[src/rtl/turbo_pkg.sv]
// Shared definitions for the turbo decoder blocks: scheduler FSM states and
// default code-block / interleaver geometry.
package turbo_pkg;

   localparam int unsigned BLOCK_SIZE_DEF = 21;
   localparam int unsigned ADDR_W_DEF     = 5;
   localparam int unsigned ITER_W_DEF     = 4;
   localparam int unsigned INTLV_A_DEF    = 5;
   localparam int unsigned INTLV_B_DEF    = 3;

   typedef enum logic [2:0] {
      ST_IDLE,
      ST_START,
      ST_STREAM,
      ST_WAIT,
      ST_DECIDE
   } state_t;

endpackage

[src/rtl/turbo_intlv_addr.sv]
// Incremental symbol address generator: natural index k and interleaved index
// p = (INTLV_B + k*INTLV_A) mod BLOCK_SIZE, stepped without a multiplier.
module turbo_intlv_addr
   import turbo_pkg::*;
#(
   parameter int unsigned BLOCK_SIZE = BLOCK_SIZE_DEF,
   parameter int unsigned ADDR_W     = ADDR_W_DEF,
   parameter int unsigned INTLV_A    = INTLV_A_DEF,
   parameter int unsigned INTLV_B    = INTLV_B_DEF
) (
   input  logic              clk,
   input  logic              rst,
   input  logic              clear,
   input  logic              advance,
   input  logic              sel_intlv,
   output logic [ADDR_W-1:0] addr,
   output logic              last
);

   localparam logic [ADDR_W:0]   STRIDE = (ADDR_W+1)'(INTLV_A);
   localparam logic [ADDR_W:0]   MODULUS = (ADDR_W+1)'(BLOCK_SIZE);
   localparam logic [ADDR_W-1:0] OFFSET = ADDR_W'(INTLV_B);
   localparam logic [ADDR_W-1:0] LAST_K = ADDR_W'(BLOCK_SIZE - 1);

   logic [ADDR_W-1:0] k_q;
   logic [ADDR_W-1:0] p_q;
   logic [ADDR_W:0]   p_sum;
   logic [ADDR_W-1:0] p_next;

   // p and INTLV_A are both below BLOCK_SIZE, so one conditional subtract
   // keeps p inside the block.
   always_comb begin
      p_sum = {1'b0, p_q} + STRIDE;
      if (p_sum >= MODULUS) begin
         p_next = ADDR_W'(p_sum - MODULUS);
      end else begin
         p_next = ADDR_W'(p_sum);
      end
   end

   always_ff @(posedge clk or posedge rst) begin
      if (rst) begin
         k_q <= '0;
         p_q <= '0;
      end else if (clear) begin
         k_q <= '0;
         p_q <= OFFSET;
      end else if (advance) begin
         k_q <= k_q + ADDR_W'(1);
         p_q <= p_next;
      end
   end

   assign addr = sel_intlv ? p_q : k_q;
   assign last = (k_q == LAST_K);

endmodule

[src/rtl/turbo_iter_ctrl.sv]
// Iteration scheduler for the shared SISO engine: alternates natural and
// interleaved half-iterations, streams read addresses, handles early stop.
module turbo_iter_ctrl
   import turbo_pkg::*;
#(
   parameter int unsigned BLOCK_SIZE = BLOCK_SIZE_DEF,
   parameter int unsigned ADDR_W     = ADDR_W_DEF,
   parameter int unsigned ITER_W     = ITER_W_DEF,
   parameter int unsigned INTLV_A    = INTLV_A_DEF,
   parameter int unsigned INTLV_B    = INTLV_B_DEF
) (
   input  logic              clk_p_i,
   input  logic              reset_p_i,
   input  logic              start_i,
   input  logic [ITER_W-1:0] num_iter_i,
   input  logic              abort_i,
   input  logic              early_stop_i,
   output logic              siso_start_o,
   output logic              half_o,
   output logic [ITER_W-1:0] iter_o,
   output logic [ADDR_W-1:0] rd_addr_o,
   output logic              rd_vld_o,
   input  logic              rd_rdy_i,
   input  logic              siso_done_i,
   output logic              busy_o,
   output logic              done_o,
   output logic              err_o
);

   state_t            state;
   logic [ITER_W-1:0] num_iter_q;
   logic [ITER_W-1:0] iter_q;
   logic              half_q;
   logic              stop_q;
   logic              err_q;
   logic              busy_q;
   logic              sstart_q;
   logic              done_q;
   logic              vld_q;

   logic              gen_clear;
   logic              gen_advance;
   logic [ADDR_W-1:0] gen_addr;
   logic              gen_last;
   logic              accept;
   logic              last_iter;
   logic              finish;

   assign accept      = vld_q && rd_rdy_i;
   assign gen_clear   = (state == ST_START);
   assign gen_advance = (state == ST_STREAM) && accept && !abort_i && !siso_done_i;
   assign last_iter   = (iter_q == num_iter_q - ITER_W'(1));
   assign finish      = half_q && (last_iter || stop_q);

   turbo_intlv_addr #(
      .BLOCK_SIZE (BLOCK_SIZE),
      .ADDR_W     (ADDR_W),
      .INTLV_A    (INTLV_A),
      .INTLV_B    (INTLV_B)
   ) u_addr (
      .clk       (clk_p_i),
      .rst       (reset_p_i),
      .clear     (gen_clear),
      .advance   (gen_advance),
      .sel_intlv (half_q),
      .addr      (gen_addr),
      .last      (gen_last)
   );

   always_ff @(posedge clk_p_i or posedge reset_p_i) begin
      if (reset_p_i) begin
         state      <= ST_IDLE;
         num_iter_q <= '0;
         iter_q     <= '0;
         half_q     <= 1'b0;
         stop_q     <= 1'b0;
         err_q      <= 1'b0;
         busy_q     <= 1'b0;
         sstart_q   <= 1'b0;
         done_q     <= 1'b0;
         vld_q      <= 1'b0;
      end else begin
         sstart_q <= 1'b0;
         done_q   <= 1'b0;
         unique case (state)
            ST_IDLE: begin
               if (start_i) begin
                  num_iter_q <= (num_iter_i == '0) ? ITER_W'(1) : num_iter_i;
                  iter_q     <= '0;
                  half_q     <= 1'b0;
                  stop_q     <= 1'b0;
                  err_q      <= 1'b0;
                  busy_q     <= 1'b1;
                  sstart_q   <= 1'b1;
                  state      <= ST_START;
               end
            end
            ST_START: begin
               if (abort_i) begin
                  state  <= ST_IDLE;
                  busy_q <= 1'b0;
               end else if (siso_done_i) begin
                  err_q  <= 1'b1;
                  state  <= ST_IDLE;
                  busy_q <= 1'b0;
               end else begin
                  vld_q <= 1'b1;
                  state <= ST_STREAM;
               end
            end
            ST_STREAM: begin
               if (abort_i) begin
                  state  <= ST_IDLE;
                  busy_q <= 1'b0;
                  vld_q  <= 1'b0;
               end else if (siso_done_i) begin
                  err_q  <= 1'b1;
                  state  <= ST_IDLE;
                  busy_q <= 1'b0;
                  vld_q  <= 1'b0;
               end else if (accept && gen_last) begin
                  vld_q <= 1'b0;
                  state <= ST_WAIT;
               end
            end
            ST_WAIT: begin
               if (abort_i) begin
                  state  <= ST_IDLE;
                  busy_q <= 1'b0;
               end else if (siso_done_i) begin
                  // done_o must be high in the DECIDE cycle itself, so the
                  // finish decision is taken here with the live flag.
                  stop_q <= half_q && early_stop_i;
                  done_q <= half_q && (last_iter || early_stop_i);
                  state  <= ST_DECIDE;
               end
            end
            ST_DECIDE: begin
               if (abort_i || finish) begin
                  state  <= ST_IDLE;
                  busy_q <= 1'b0;
               end else if (!half_q) begin
                  half_q   <= 1'b1;
                  sstart_q <= 1'b1;
                  state    <= ST_START;
               end else begin
                  half_q   <= 1'b0;
                  iter_q   <= iter_q + ITER_W'(1);
                  sstart_q <= 1'b1;
                  state    <= ST_START;
               end
            end
            default: begin
               state  <= ST_IDLE;
               busy_q <= 1'b0;
               vld_q  <= 1'b0;
            end
         endcase
      end
   end

   assign siso_start_o = sstart_q;
   assign half_o       = half_q;
   assign iter_o       = iter_q;
   assign rd_vld_o     = vld_q;
   assign rd_addr_o    = vld_q ? gen_addr : '0;
   assign busy_o       = busy_q;
   assign done_o       = done_q;
   assign err_o        = err_q;

endmodule

[config.mk]
export PLATFORM = sky130hd
export DESIGN_NAME = turbo_iter_ctrl
export DESIGN_NICKNAME = d
export VERILOG_FILES = /design/src/rtl/turbo_pkg.sv /design/src/rtl/turbo_intlv_addr.sv /design/src/rtl/turbo_iter_ctrl.sv
export SDC_FILE = /design/constraint.sdc
export NUM_CORES = 1
export LEC_CHECK = 0
export ABC_CLOCK_PERIOD_IN_PS = 1900
export BUFFER_PORTS_ARGS = -buffer_cell sky130_fd_sc_hd__buf_2
export CORE_MARGIN = 2
export CORE_UTILIZATION = 50
export DETAILED_ROUTE_END_ITERATION = 12
export GPL_TIMING_DRIVEN = 0
export MAX_ROUTING_LAYER = met4
export PLACE_DENSITY = 0.74
export SETUP_SLACK_MARGIN = 0.05
export SLEW_MARGIN = 20
export SYNTH_ARGS = -nofsm -noshare
export SYNTH_HDL_FRONTEND = slang
export SYNTH_HIERARCHICAL = 1
export SYNTH_SLANG_ARGS = --single-unit
[constraint.sdc]
create_clock -name clk_p_i -period 1.9 [get_ports clk_p_i]
set_clock_uncertainty 0.1 [all_clocks]
set_input_delay 0 -clock clk_p_i [delete_from_list [all_inputs] [get_ports clk_p_i]]
set_output_delay 0 -clock clk_p_i [all_outputs]
set_load 0.02 [all_outputs]
==> results of run 1 <==
==> cells in the final DEF, fill, tap and decap left out, types with 4 or more instances in the layout <==
| cell | synthesis | routed |
|---|---|---|
| buf_2 | 2 | 27 |
| dfrtp_1 | 28 | 24 |
| nand2_1 | 21 | 20 |
| buf_4 | 0 | 16 |
| inv_1 | 16 | 14 |
| nor2_1 | 15 | 14 |
| dlygate4sd3_1 | 0 | 10 |
| and2_1 | 6 | 6 |
| a21oi_1 | 8 | 6 |
| nor3_1 | 8 | 6 |
| buf_6 | 4 | 6 |
| nand3_1 | 6 | 5 |
| o21ai_0 | 10 | 5 |
| xor2_1 | 5 | 5 |
| xnor2_1 | 5 | 4 |
| o21ai_1 | 1 | 4 |
| dfrtp_2 | 0 | 4 |
==> worst reg2reg max path: stages (launching register included) <==
cell      delay (ns)
dfrtp_2         0.44
or2_4           0.26
a2111o_1        0.38
a211o_4         0.29
or3_1           0.32
a21oi_2         0.12
==> path summary, 6_finish.rpt <==
kind,endpoint,cells past startpoint
max,iter_o[3],5
max reg2reg,iter_o[3],5
min in group clk_p_i,num_iter_q[2],4
min,u_addr/p_q[0],3
min reg2reg,busy_o,2
max in group asynchronous,half_o,3
==> power groups by stage <==
stage | combinational (mW) | sequential (mW) | clock, mW
after floorplan | 0.468 | 0.832 | 0
after global placement | 0.657 | 0.807 | 0
after detailed placement | 0.663 | 0.807 | 0
after CTS | 0.811 | 0.773 | 0.408
after global routing | 1.01 | 0.806 | 0.433
final | 0.923 | 0.785 | 0.395
==> final cells by class <==
type / count / share of cell area, %
Multi-Input combinational cell: 142 / 45.08
Sequential cell: 28 / 29.67
Timing Repair Buffer: 53 / 15.47
Inverter: 16 / 2.630
Buffer: 7 / 2.525
Tap cell: 46 / 2.420
Clock inverter: 1 / 1.262
Clock buffer: 3 / 0.9469
==> registers in the layout, summed over array words and instances (netlist names) <==
register / count
busy_o: 1
done_o: 1
err_o: 1
half_o: 1
iter_o: 4
num_iter_q: 4
rd_vld_o: 1
siso_start_o: 1
state: 3
stop_q: 1
u_addr/k_q: 5
u_addr/p_q: 5
==> per-stage QoR <==
stage	hold WS, ns	std cells
after global placement	-0.08363	265
after global routing	0.1252	296
after floorplan	-0.2598	194
after detailed placement	-0.08649	265
after CTS	0.08086	293
final	0.08355	296
==> timing repair <==
item	4_1_cts	5_1_grt
endpoints found under the hold margin	39	0
pin swaps	11	11
buffers inserted	14	4
hold buffers	10	0
endpoints found under the setup margin	11	15
resized for setup	14	27
==> routing by layer <==
metal,global-route usage (%),routed length (um),up-vias
li1,-,-,790
met1,26.81,1826,774
met2,34.61,2065,36
met3,3.036,125,6
met4,7.337,60,0
met5,-,0,-
==> cells by family after synthesis <==
kind of cell	count (synthesis)
simple gates	77
xor+xnor	11
flops	28
compound gates	41
fa+ha+maj	7
mux	6
buf+inv	24
==> summary.md, run 1 <==
| Metric | Value |
|---|---|
| Status | `finished with violations` |
| Failing checks | `setup timing` |
| Largest net degree at the start of global routing | `19` |
| Fraction of layout cells with a size suffix above 1 | `a little over a third` |
| Crit share post-route | `103.1%` |
| CP Cell Sequence | `or2_4 > a2111o_1 > a211o_4 > or3_1 > a21oi_2` |
| CTS tree | `yes` |
| Cell internal pwr | `1.337 mW` |
| Die H | `approximately 64 um` |
| Worst min path class | `in -> async` |
| Clk pwr share | `18.8%` |
| Power, Total | `2.102 mW` |
| Main combinational cell family by area after synthesis | `simple AND/OR/NAND/NOR gates` |
| Worst vdd ir | `592.9 uV` |
| Core area | `3363 sq um` |
| CP Data Arrival Time | `2.14 ns` |
| Detailed Route Iter0 Violations | `63` |
| Top cells by count, synth | `dfrtp_1 (28), nand2_1 (21), inv_1 (16)` |
| EDFF count, synth | `0` |
| Post-synthesis mux area share | `around 3.6%` |
| Startpoint types | `flop` |
| Dpl ws | `-0.2478 ns` |
| Compound-Gate Fraction of Synth Area | `15.83%` |
| Tmin final | `1.958 ns` |
| Synthesis-stage register bit count | `28` |
| First-pass GRT wire length | `6603 um` |
| Count leader, synth | `dfrtp_1` |
| Synth Instances | `194` |
| Sequential area share after synthesis | `approximately two fifths` |
| Root buffer cell | `clkbuf_4` |
| Vias in the first global route | `1,474` |
| Register area | `705.7 sq um` |
| Die span in x | `~64 um` |
| Synthesized Nets | `211` |
| Post-DP HPWL | `approximately 2600 um` |
| Pleak | `1.098 nW` |
| Ports | `26` |
| Max_cap viols | `0` |
| Slew @ Worst Pin | `0.6790 ns` |
| TritonRoute pass-1 iters | `6` |
| Final WS setup | `-0.05825 ns` |
| FF-to-FF setup slack | `-0.06 ns` |
| Largest cells by area after synthesis | `dfrtp_1 (40%), nand2_1 (4.5%), ha_1 (4.2%)` |
| Post-Synth XOR/XNOR Area | `under 10%` |
| Syn_area_per_cell | `9.126 sq um` |
| Sw Pwr | `0.7656 mW` |
| Top FF cell, synth | `dfrtp_1` |
| Gpl congestion | `between 0.8 and 0.9` |
| WL per Instance | `about 14 um` |
| Peak Freq | `between 500 and 600 MHz` |
| Final Hold Fails | `0` |
| Via count | `1,606` |
| Total number of yosys warnings | `6` |
| Yosys cell types | `52` |
| Crit. End Element | `flop` |
| Initial Util | `between 50% and 60%` |
| N_diodes | `0` |
| Area growth syn-to-layout | `34.35%` |
| Final core utilization | `70.72%` |
| R2r startpoint | `state[0]` |
| Share of the synthesized area in the top cell type | `39.58%` |
| RSZ-0062 raised after global routing | `yes` |
| Fillers | `between 200 and 300` |
| Gate power share | `between 40% and 50%` |
| Total wire length | `4078 um` |
| Port bufs | `25` |
| Die ar. | `4033 sq um` |
| TritonCTS Buffers | `3` |
| CP Launch Point | `state[0]` |
| Remaining Overflow, GRT | `0` |
| H-Tree Depth | `1` |
| CP Class | `reg -> reg` |
| # clock sinks | `28` |
| Post-DRT Antenna Nets | `0` |
| Max incr delay on CP | `approximately 0.44 ns` |
| Mapped Area | `approximately 1800 sq um` |
| Final setup TNS | `-0.09695 ns` |
| Buffers & Inverters on Critical Path | `0` |
| Clk pin slew, worst setup/hold paths | `between 0.15 and 0.2 ns` |
| Top Family by Delay on Critical Path | `compound AO/OA/AOI/OAI gates` |
| Synth Area in Adders | `4.806%` |
| Seq pwr share | `37.3%` |
| Post-DP Area | `1954 sq um` |
| Worst skew pair latency | `0.33 ns` |
| Via density | `5.426` |
| Fin nets | `about 270` |
| Antenna violations before repair | `0` |
| Finish-stage setup viols | `2` |
| Normalized max-slew margin | `54.68%` |
| Footprint of the multi-input gates | `1072 sq um` |
| Net Sw Frac | `36.42%` |
| All-Layer GR Usage | `a little over a fifth` |
| Power Dens Cells | `883.8 nW/um^2` |
| Req. time, crit path | `2.08 ns` |
| Max clock buf depth | `2` |
| Ys async rst share | `100.0%` |
| Fin. max-slew vios | `0` |
| Max FO, Critical Path | `2` |
| DRC viols | `0` |
| Dominant cell type by area after synthesis | `dfrtp_1` |
| Max stage delay cell, worst path | `dfrtp_2` |
| Post-Synth Simple-Gate Area | `22.90%` |
| Final instance area | `2379 sq um` |
| FP Rows | `21` |
Power figures use the tool's default switching activity.
==> run 2, diff against run 1 <==
Settings changed: REMOVE_ABC_BUFFERS from default to 1, SKIP_LAST_GASP from default to 1, SYNTH_HIERARCHICAL 1 to default.
==> run 2 against run 1 <==
  * The run still ends with setup timing left
  * Flip-flop and latch count stayed put
  * Via count is 11% higher
  * Power down 19%
  * Global-route usage grew 1.5 points
  * Sequential share of layout area decreased by 1.8 points
  * Worst setup slack worse by 0.077 ns
  * Largest cell class unchanged
  * Largest power group is now registers
==> summary.md, run 2 <==
| Metric | Value |
|---|---|
| Status | `finished with violations` |
| Failing checks | `setup timing` |
| Initial Util | `51.24% (-1.4 points)` |
| Vias in the first global route | `1,581 (+7.3%)` |
| Final setup TNS | `-0.2163 ns (-0.1194 ns)` |
| CTS tree | `yes` |
| All-Layer GR Usage | `22.66% (+1.5 points)` |
| FF-to-FF End | `u_addr.p_q[1]` |
| Yosys cell types | `50 (-3.8%)` |
| Die span in x | `65.02 um (+2.4%)` |
| Fillers | `271 (-2.5%)` |
| Ys async rst share | `100.0% (unchanged)` |
| Fin nets | `282 (+5.2%)` |
| Critical Path End | `u_addr.p_q[1]` |
| RSZ-0062 raised after global routing | `yes` |
| Detailed Route Iter0 Violations | `161 (+160%)` |
| Fin. max-slew vios | `0 (unchanged)` |
| H-Tree Depth | `1 (unchanged)` |
| Via density | `5.723 (+5.5%)` |
| Fraction of layout cells with a size suffix above 1 | `35.74% (-0.26 points)` |
| Max_cap viols | `0 (unchanged)` |
| Root buffer cell | `clkbuf_8` |
| R2r startpoint | `u_addr.p_q[0]` |
| Peak Freq | `491.3 MHz (-3.8%)` |
| Sequential area share after synthesis | `37.63% (-1.9 points)` |
| Final WS setup | `-0.1355 ns (-0.07728 ns)` |
| First-pass GRT wire length | `7320 um (+11%)` |
| Top FF cell, synth | `dfrtp_1` |
| HP Start | `rd_rdy_i` |
| Post-DP Area | `1996 sq um (+2.1%)` |
| Antenna violations before repair | `0 (unchanged)` |
| Register area | `706.9 sq um (+0.18%)` |
| Reg2reg path depth | `7 (+2)` |
| Core area | `3633 sq um (+8.0%)` |
| FP Rows | `22 (+4.8%)` |
| N_diodes | `0 (unchanged)` |
| Count leader, synth | `dfrtp_1` |
| Worst vdd ir | `313.3 uV (-47%)` |
| Normalized max-slew margin | `50.04% (-4.6 points)` |
| DRC viols | `0 (unchanged)` |
| Total wire length | `4707 um (+15%)` |
| Post-DRT Antenna Nets | `0 (unchanged)` |
| Most frequent cells in the layout | `buf_2 (25), nand2_1 (24), dfrtp_1 (23)` |
| Crit. End Element | `flop` |
| WL per Instance | `15.14 um (+9.9%)` |
| Synth Instances | `214 (+10%)` |
| Final Hold Fails | `0 (unchanged)` |
| Largest cells by area after synthesis | `dfrtp_1 (38%), nand2_1 (4.8%), ha_1 (4.7%)` |
| Die H | `65.02 um (+2.4%)` |
| Pleak | `1.153 nW (+5.1%)` |
| Synthesis-stage register bit count | `28 (unchanged)` |
| EDFF count, synth | `0 (unchanged)` |
| Top cells by count, synth | `dfrtp_1 (28), nand2_1 (24), inv_1 (14)` |
| TritonCTS Buffers | `3 (unchanged)` |
| Finish-stage setup viols | `2 (unchanged)` |
| TritonRoute pass-1 iters | `4 (-2)` |
| Worst min path class | `in -> reg` |
| Top flop regs | `u_addr.k_q: 5 flops, u_addr.p_q: 5 flops` |
| Syn_area_per_cell | `8.700 sq um (-4.7%)` |
| # clock sinks | `28 (unchanged)` |
| Largest net degree at the start of global routing | `29 (+10)` |
| Final core utilization | `69.83% (-0.89 points)` |
| Mapped Area | `1862 sq um (+5.2%)` |
| Req. time, crit path | `1.97 ns (-0.11 ns)` |
| Worst skew pair latency | `0.27 ns (-0.06 ns)` |
| Post-DP HPWL | `2666 um (+3.6%)` |
| Total number of yosys warnings | `0 (-6)` |
| Commonest non-fill, non-tap cell in the layout | `buf_2` |
| Max clock buf depth | `2 (unchanged)` |
| Clk pin slew, worst setup/hold paths | `0.10 ns (-0.06 ns)` |
| Via count | `1,780 (+11%)` |
| Gpl congestion | `0.8237 (-2.0%)` |
| Area growth syn-to-layout | `36.29%` |
| Crit share post-route | `107.1% (+4.1 points)` |
| CP Launch Point | `u_addr.p_q[0]` |
| CP Class | `reg -> reg` |
| Die ar. | `4228 sq um (+4.8%)` |
| Power Dens Cells | `672.2 nW/um^2 (-24%)` |
| Max FO, Critical Path | `6 (+4)` |
| Remaining Overflow, GRT | `0 (unchanged)` |
| CP Data Arrival Time | `2.11 ns (-0.03 ns)` |
| Slew @ Worst Pin | `0.7426 ns (+0.06361 ns)` |
| Dominant cell type by area after synthesis | `dfrtp_1` |
| Share of the synthesized area in the top cell type | `37.63% (-1.9 points)` |
| Port bufs | `25 (unchanged)` |
| Tmin final | `2.036 ns (+0.07728 ns)` |
| Final instance area | `2537 sq um (+6.7%)` |
| Startpoint types | `flop` |
| Ports | `26 (unchanged)` |
| FF-to-FF setup slack | `-0.14 ns (-0.08 ns)` |
| Footprint of the multi-input gates | `1244 sq um (+16%)` |
-- run 2: routing by layer --
layer	share of wire (%)	global-route usage (%)
met3	3.1	1.215
met4	1.3	7.031
met5	0	-
met2	51	36.47
met1	44	31.09
-- run 2: kinds of logic after synthesis --
logic type	share of synthesized area [%]
flops	37.63
simple gates	26.75
mux	3.764
buf+inv	5.578
xor+xnor	4.503
compound gates	16.53
fa+ha+maj	5.242
-- run 2: worst min path at each step --
stage | to | slack [ns] | depth (start not counted)
after floorplan | busy_o | -0.03 | 1
after global placement | num_iter_q[3] | 0.12 | 3
after CTS | u_addr.p_q[4] | 0.22 | 5
after global routing | u_addr.p_q[4] | 0.24 | 5
after detailed placement | num_iter_q[2] | 0.12 | 3
final | u_addr.p_q[4] | 0.21 | 5
-- run 2: critical path, stage by stage (launching register included) --
cell and delay (ns):
dfrtp_2 0.46, inv_2 0.06, ha_4 0.16, or3b_4 0.37
o22a_1 0.21, and2_4 0.17, and3_4 0.16, o31a_1 0.23
-- run 2: final cells by class --
type | count | share of cell area [%]
inverter | 14 | 2.071
sequential | 28 | 27.86
clock inverter | 1 | 1.183
timing repair buffer | 58 | 15.88
multi-input combinational | 159 | 49.01
clock buffer | 3 | 1.627
tap | 48 | 2.367
-- run 2: repair_timing --
item,in CTS,in global routing
pin swaps,10,14
buffers inserted,17,8
setup endpoints to repair,21,15
gates cloned,0,0
gates resized for setup,20,27
endpoints found under the hold margin,37,0
hold buffers,9,0
-- run 2: where the power goes --
group          switching [mW]  internal (mW)
registers              0.0817          0.641
logic                   0.259          0.250
clock network           0.192          0.282
-- run 2: through the flow --
step	instances	setup slack (ns)	hold WS [ns]	power (mW)
after floorplan	201	-0.2699	-0.03459	0.9728
after global placement	274	-0.4837	0.1153	1.069
after detailed placement	274	-0.4771	0.1187	1.075
after CTS	304	-0.1474	0.2152	1.614
after global routing	311	-0.1708	0.2387	1.788
final	311	-0.1355	0.2097	1.706
